[src/rtl/btn_event_arbiter.sv]
// rtl/btn_event_arbiter.sv - four-button short/long/repeat event detector with slot arbiter and 4-deep event FIFO
// Optional auto-repeat in HELD is enabled by defining BTN_AUTO_REPEAT_EN.
module btn_event_arbiter #(
    parameter int F_COUNT      = 100_000,
    parameter int LONG_TICKS   = 1000,
    parameter int REPEAT_TICKS = 200
) (
    input  logic       clk,
    input  logic       rst,
    input  logic [3:0] i_btn_lvl,
    input  logic       i_ready,
    output logic       o_valid,
    output logic [1:0] o_evt_btn,
    output logic [1:0] o_evt_type,
    output logic [2:0] o_count,
    output logic       o_drop
);
    localparam int CW   = (F_COUNT > 1) ? $clog2(F_COUNT) : 1;
    localparam int HMAX = (LONG_TICKS > REPEAT_TICKS) ? LONG_TICKS : REPEAT_TICKS;
    localparam int HW   = $clog2(HMAX + 1);
    localparam logic [CW-1:0] TICK_LAST = CW'(F_COUNT - 1);
    localparam logic [HW-1:0] LONG_V    = HW'(LONG_TICKS);
`ifdef BTN_AUTO_REPEAT_EN
    localparam logic [HW-1:0] REP_V     = HW'(REPEAT_TICKS);
`endif
    localparam logic [1:0] EV_SHORT  = 2'b01;
    localparam logic [1:0] EV_LONG   = 2'b10;
`ifdef BTN_AUTO_REPEAT_EN
    localparam logic [1:0] EV_REPEAT = 2'b11;
`endif

    typedef enum logic [1:0] {ST_IDLE, ST_PRESSED, ST_HELD} state_t;

    logic [CW-1:0] tick_cnt_q;
    logic          tick;
    state_t        state_q [4];
    state_t        state_d [4];
    logic [HW-1:0] hold_q  [4];
    logic [HW-1:0] hold_d  [4];
    logic [HW-1:0] hold_inc[4];
    logic [3:0]    raise;
    logic [1:0]    raise_type [4];
    logic [3:0]    slot_vld_q, slot_vld_d;
    logic [1:0]    slot_type_q[4];
    logic [1:0]    slot_type_d[4];
    logic [3:0]    mem_q [4];
    logic [1:0]    wr_ptr_q, rd_ptr_q;
    logic [2:0]    count_q;
    logic          drop_q, drop_d;
    logic          sel_vld, push, pop;
    logic [1:0]    sel_idx;
    logic [3:0]    head;

    assign tick = (tick_cnt_q == TICK_LAST);

    always_comb begin
        for (int i = 0; i < 4; i++) begin
            state_d[i]    = state_q[i];
            hold_d[i]     = hold_q[i];
            hold_inc[i]   = hold_q[i] + HW'(1);
            raise[i]      = 1'b0;
            raise_type[i] = EV_SHORT;
            case (state_q[i])
                ST_IDLE: begin
                    if (i_btn_lvl[i]) begin
                        state_d[i] = ST_PRESSED;
                        hold_d[i]  = '0;
                    end
                end
                ST_PRESSED: begin
                    // release takes priority over a coincident LONG tick
                    if (!i_btn_lvl[i]) begin
                        raise[i]      = 1'b1;
                        raise_type[i] = EV_SHORT;
                        state_d[i]    = ST_IDLE;
                    end else if (tick) begin
                        if (hold_inc[i] == LONG_V) begin
                            raise[i]      = 1'b1;
                            raise_type[i] = EV_LONG;
                            state_d[i]    = ST_HELD;
                            hold_d[i]     = '0;
                        end else begin
                            hold_d[i] = hold_inc[i];
                        end
                    end
                end
                ST_HELD: begin
                    if (!i_btn_lvl[i]) begin
                        state_d[i] = ST_IDLE;
                    end
`ifdef BTN_AUTO_REPEAT_EN
                    else if (tick) begin
                        if (hold_inc[i] == REP_V) begin
                            raise[i]      = 1'b1;
                            raise_type[i] = EV_REPEAT;
                            hold_d[i]     = '0;
                        end else begin
                            hold_d[i] = hold_inc[i];
                        end
                    end
`endif
                end
                default: state_d[i] = ST_IDLE;
            endcase
        end
    end

    always_comb begin
        sel_vld = 1'b0;
        sel_idx = 2'd0;
        for (int i = 3; i >= 0; i--) begin
            if (slot_vld_q[i]) begin
                sel_vld = 1'b1;
                sel_idx = 2'(i);
            end
        end
        pop  = o_valid & i_ready;
        push = sel_vld & ((count_q != 3'd4) | pop);
        for (int i = 0; i < 4; i++) begin
            slot_vld_d[i]  = slot_vld_q[i];
            slot_type_d[i] = slot_type_q[i];
            if (push && (sel_idx == 2'(i))) begin
                slot_vld_d[i] = 1'b0;
            end
            // an occupied slot keeps its event; the new one is lost
            if (raise[i] && !slot_vld_q[i]) begin
                slot_vld_d[i]  = 1'b1;
                slot_type_d[i] = raise_type[i];
            end
        end
        drop_d = |(raise & slot_vld_q);
    end

    always_ff @(posedge clk or negedge rst) begin
        if (!rst) begin
            tick_cnt_q <= '0;
            slot_vld_q <= '0;
            wr_ptr_q   <= '0;
            rd_ptr_q   <= '0;
            count_q    <= '0;
            drop_q     <= 1'b0;
            for (int i = 0; i < 4; i++) begin
                state_q[i]     <= ST_IDLE;
                hold_q[i]      <= '0;
                slot_type_q[i] <= '0;
                mem_q[i]       <= '0;
            end
        end else begin
            tick_cnt_q <= tick ? '0 : tick_cnt_q + CW'(1);
            slot_vld_q <= slot_vld_d;
            drop_q     <= drop_d;
            for (int i = 0; i < 4; i++) begin
                state_q[i]     <= state_d[i];
                hold_q[i]      <= hold_d[i];
                slot_type_q[i] <= slot_type_d[i];
            end
            if (push) begin
                mem_q[wr_ptr_q] <= {sel_idx, slot_type_q[sel_idx]};
                wr_ptr_q        <= wr_ptr_q + 2'd1;
            end
            if (pop) begin
                rd_ptr_q <= rd_ptr_q + 2'd1;
            end
            case ({push, pop})
                2'b10:   count_q <= count_q + 3'd1;
                2'b01:   count_q <= count_q - 3'd1;
                default: count_q <= count_q;
            endcase
        end
    end

    assign head       = mem_q[rd_ptr_q];
    assign o_valid    = (count_q != 3'd0);
    assign o_evt_btn  = o_valid ? head[3:2] : 2'b00;
    assign o_evt_type = o_valid ? head[1:0] : 2'b00;
    assign o_count    = count_q;
    assign o_drop     = drop_q;
endmodule

[config.mk]
export PLATFORM = sky130hd
export DESIGN_NAME = btn_event_arbiter
export DESIGN_NICKNAME = d
export VERILOG_FILES = /design/src/rtl/btn_event_arbiter.sv
export SDC_FILE = /design/constraint.sdc
export NUM_CORES = 1
export LEC_CHECK = 0
export CAP_MARGIN = 0
export CORE_MARGIN = 4
export CORE_UTILIZATION = 40
export CTS_CLUSTER_SIZE = 8
export DETAILED_ROUTE_END_ITERATION = 8
export GPL_ROUTABILITY_DRIVEN = 0
export SKIP_CTS_REPAIR_TIMING = 1
export SYNTH_ARGS = -nofsm -noshare
export SYNTH_HDL_FRONTEND = slang
export SYNTH_SLANG_ARGS = --single-unit
[constraint.sdc]
create_clock -name clk -period 5.7 [get_ports clk]
set_input_delay 1.14 -clock clk [delete_from_list [all_inputs] [get_ports clk]]
set_output_delay 1.14 -clock clk [all_outputs]
set_load 0.03 [all_outputs]
== Yosys cells after proc, flatten, opt, wreduce, memory -nomap -nowiden ==
Index checks and enable logic that the tools add are counted.
Word-level totals
  flip-flop bits (word level): 101
  logic and storage cells: 230
  bits of input ports: 7
  output and inout bits: 9
Cells by class
  bitwise logic cells: 7
  equal/unequal tests: 43
  order comparisons: 4
  $add $sub $neg: 9
  muxes and demuxes: 105
  reductions and logical operators: 37
Operators by type and width (count)
  2-to-1 mux 10 bit: 16
  2-to-1 mux 2 bit: 44
  one-hot mux 10 bit (2 select lines): 4
  adder 10 x 1 -> 10 bit, second input constant: 4
  == test 10 bit, second input constant: 4
  inequality test 2 bit, second input constant: 16
  AND reduction 4 bit: 8
  2-to-1 mux 1 bit: 28
  inequality test 3 bit, second input constant: 9
  one-hot mux 2 bit (3 select lines): 4
  nonzero test 2 bit: 9
  adder 17 x 1 -> 17 bit, second input constant: 1
  == test 17 bit, second input constant: 1
  2-to-1 mux 17 bit: 1
  bitwise mux 16 bit: 1
  == test 2 bit, second input constant: 7
  == test 2 x 1 -> 1 bit, second input constant: 6
  2-to-1 mux 4 bit: 3
  logical NOT 2 bit: 5
  greater-or-equal comparator 3 bit, second input constant: 3
  logical AND 1 bit: 9
  inverter 2 -> 3 bit: 3
  binary-select mux 4 bit (select 2 bit): 1
  demux 4 bit (select 2 bit): 1
  12 further kinds: 17

== Logic depth before layout (Yosys ltp) ==
  word-level depth: 9
  depth in mapped cells: 9

== Least setup slack after synthesis ==
No wires, ideal clock.
  kind: input-to-reg
  from: input port i_ready
  to: register count_q[2], in the netlist o_count[2]
  path buffers: 0
  stages on the path: 9
  setup slack: 2.651 ns
  setup time: 0.080 ns
  data arrival time: 2.969 ns
  path through: nor4b_1 -> a21oi_1 -> inv_1 -> ha_1 -> inv_1 -> fa_1 -> xor2_1 -> nor2_1 -> xor2_1
On the way
  longest elaborated chain between the ends: 5
Ends and longest elaborated chain
  start: declaration: RTL line 11  | input logic i_ready,
  bitwise AND 1 bit (*): RTL line 117  | pop = o_valid & i_ready;
  OR 1 bit: RTL line 118  | push = sel_vld & ((count_q != 3'd4) | pop);
  bitwise AND 1 bit: RTL line 118
  == test 2 x 1 -> 1 bit / == test 2 bit (equally long branches): RTL line 164  | case ({push, pop})
  one-hot mux 3 bit (2 select lines) / nonzero test 2 bit (equally long branches)
  end signal: assignment: RTL line 165  | 2'b10: count_q <= count_q + 3'd1;
  end signal: assignment: RTL line 166  | 2'b01: count_q <= count_q - 3'd1;
  end signal: assignment: RTL line 167  | default: count_q <= count_q;
  end: declaration: RTL line 48  | logic [2:0] count_q;
Mark *: on every way between the ends. The rest lies on a longest branch, timed or not.
A chain may end at the register's enable or synchronous reset.

== Final worst setup path ==
Ends and elaborated chain as after synthesis.

==> impl_metrics.ini <==
[cells_and_area]
postLayoutCellArea_um2 = 6080
fillCellCount = 1271
syn2layout_area_growth_pct = 11.7
regArea_um2 = 2530
fin_cells = 764
finalNetCount = 601
diodes = 0
multiInputGateArea_um2 = 2790
drive_gt1_share_pct = 8.67

[clock_tree]
path_clk_slew_ps = 70
clk-insertion-delay-late_ps = 350
cts_buffers = 9
root_buffer = clkbuf_16
h-tree-depth = 3
cts_tree = built
clockBufferDepth = 2
cts_sinks = 101

[drt]
vias = 4206
drt-pass1-iter-count = 4
wl_per_cell_um = 14.5
drt_iter0_drc = 306
ant_nets = 0
drt_wl_total_mm = 11.1
drc = 0
viasPerCell = 5.51

[global_route]
grt_pass1_wl_mm = 19.2
grt_max_degree = 69
grt_pass1_vias = 4140
grt-ovfl-total = 0
grt.total_usage_pct = 14.7
antenna_found_initial = 0

[logic_synthesis]
avgSynthCellArea_um2 = 9.61
syn_inst = 566
yosysTopAreaCell = dfrtp_1
yosysWarnings = 0
yosys.area.top_type_share_pct = 46.4
synthTopCellsByArea = dfrtp_1, nand2_1, o21ai_0, mux2_2, xor2_1
synth_edf_count = 0
synth_cell_types = 63
synthesis.area_um2 = 5440
synth_flop_cell = dfrtp_1
synth_nets = 584
ys_seq_area_share_pct = 46.4
synth_seq_cells = 101
synthArstFlopShare_pct = 100

[setup_path]
r2r_start = tick_cnt_q[13]
end_kind = flip-flop
crit_required_ps = 5970
startpoint_type = input port
arrival_ps = 3930
cp_cell_sequence = clkdlybuf4s50_1 > nor4b_1 > a21oi_1 > inv_1 > ha_1 > inv_1 > fa_1 > xor2_1 > nor2_1 > xor2_1
crit_fanout = 8
r2r_slack_ps = 2730
worstReg2RegEnd = hold_q[9]
crit_type = input port to flip-flop
cpPeakStageDelay_ps = 860
crit_slowest_cell = nor4b_1
worstRegToRegCells = 5

[timing]
hold_violations = 0
max_slew_margin_pct = 29.6
worstMarginPinSlew_ps = 1040
fin_crit_ps = 3660
setup_tns_ps = 0
fin_crit_sh_pct = 64.2
finalClockSkew_ps = 7.01
grt_setup_unrepaired = false
setup_viol = 0
drv_slew = 0
max_clock_freq_ghz = 0.273

[status]
outcome = complete, no violations

[min_path]
hold_start = slot_type_q[6]
hold_class = flip-flop to flip-flop
hold_path_end = slot_type_q[6]
holdPathStages = 1

[floorplan]
io_pins = 16
die_y_um = 125
rows = 42
die_area_um2 = 15500
core_area_um2 = 13300
die_w_um = 125
initial_core_util_pct = 40.9

[pwr]
p_leak_nw = 2.58
peakVddDrop_mv = 0.170
power_density_nw_per_um2 = 331
power_w = 0.00201

[placed_design]
portBuffers = 15
dp.cells = 748
dp_hpwl_mm = 7.75
postPlaceCellArea_um2 = 5780

[flow_run]
maxCapViolations = 0
## logic make-up after synthesis
| family | count (synthesis) | synth area share (%) |
|---|---|---|
| flops | 101 | 46.4 |
| simple gates | 244 | 23.1 |
| mux | 22 | 5.31 |
| compound gates | 127 | 15.4 |
| fa+ha+maj | 11 | 2.67 |
| buf+inv | 32 | 2.44 |
| xor+xnor | 29 | 4.67 |
## layer usage
metal,track usage [%],vias up,part of all wire [%]
met5,0,-,0
met1,19.3,2050,48
met3,2.74,15,2.8
li1,-,2078,-
met4,6.58,0,2.0
met2,23.7,63,47
## flip-flops by register name (all words and copies together) (netlist names)
register and count:
mem_q 16, rd_ptr_q 2, state_q 8, slot_vld_q 4, wr_ptr_q 2, slot_type_q 8
hold_q 40, o_count 3, o_drop 1, tick_cnt_q 17
## where the power goes
group          switching [W]  internal, W  leakage (nW)  total [W]
combinational       0.000268     0.000237          1.12   0.000505
clock               0.000278     0.000352         0.149   0.000630
sequential         0.0000773     0.000799          1.32   0.000876
## cell type report
cell class,count,share of cell area [%]
Tap cell,176,3.62
Clock inverter,6,1.01
Multi-Input combinational cell,433,45.9
Inverter,21,1.30
Timing Repair Buffer,17,2.68
Sequential cell,101,41.6
Clock buffer,10,3.93
## per-stage QoR
stage                     hold slack (ps)  setup WS [ps]  utilization [%]
after floorplan                       445           2650                -
after global placement                460           1910             43.5
after detailed placement              471           1710             43.5
after CTS                             487           2070             45.7
after global routing                  513           1700             45.7
final                                 482           2040             45.7
## worst max-delay path by stage
| stage | cells after the start | slack, ps | to | start |
|---|---|---|---|---|
| 2_1_floorplan | 9 | 2650 | o_count[2] | i_ready |
| 3_3_place_gp | 10 | 1910 | o_count[2] | i_ready |
| 3_5_place_dp | 10 | 1710 | o_count[2] | i_ready |
| 4_1_cts | 10 | 2070 | o_count[2] | i_ready |
| 5_1_grt | 10 | 1700 | o_count[2] | i_ready |
| 6_report | 10 | 2040 | o_count[2] | i_ready |
## Yosys cell counts, types with 3 or more instances
master     instances
mux2i_1            3
and2_1            11
mux4_2             4
xnor2_1           10
a21o_1             8
nand4b_1           4
a22oi_1            3
and3_1            14
nor2_1            41
ha_1              10
nand2_1           71
a21boi_0           5
o22ai_1            3
a21oi_1           21
o31ai_1            8
o21ai_0           44
clkbuf_1           6
inv_1             19
nor2b_1           10
nand3_1           30
dfrtp_1          101
nand4_1           12
nand2b_1          11
or4_1              4
a31oi_1            3
a221o_1            3
mux2_2            15
a2111oi_0          4
xor2_1            19
or3_1              6
nor3_1             9
o211ai_1           3
nor4_1             5
o21bai_1           4
or2_2              5
buf_2              4
## worst max-delay path, delay by kind of cell
kind                       cells  cell delay (ps)
AOI/OAI and AO/OA              1              330
xor gates and xnor gates       2              300
buffers and inverters          3              630
and+or+nand+nor                2              970
adders and majority gates      2              560
## placed cells by master, fill, tap and decap left out, types with 11 or more instances in the layout
cell	netlist	final
nand4_1	12	12
xor2_1	19	19
nand2b_1	11	11
a21oi_1	21	21
and2_1	11	11
clkdlybuf4s50_1	0	14
dfrtp_1	101	101
inv_1	19	19
mux2_2	15	15
and3_1	14	14
o21ai_0	44	44
nor2_1	41	41
nand2_1	71	71
nand3_1	30	30
Note: power is estimated with default switching activity, not from simulation.
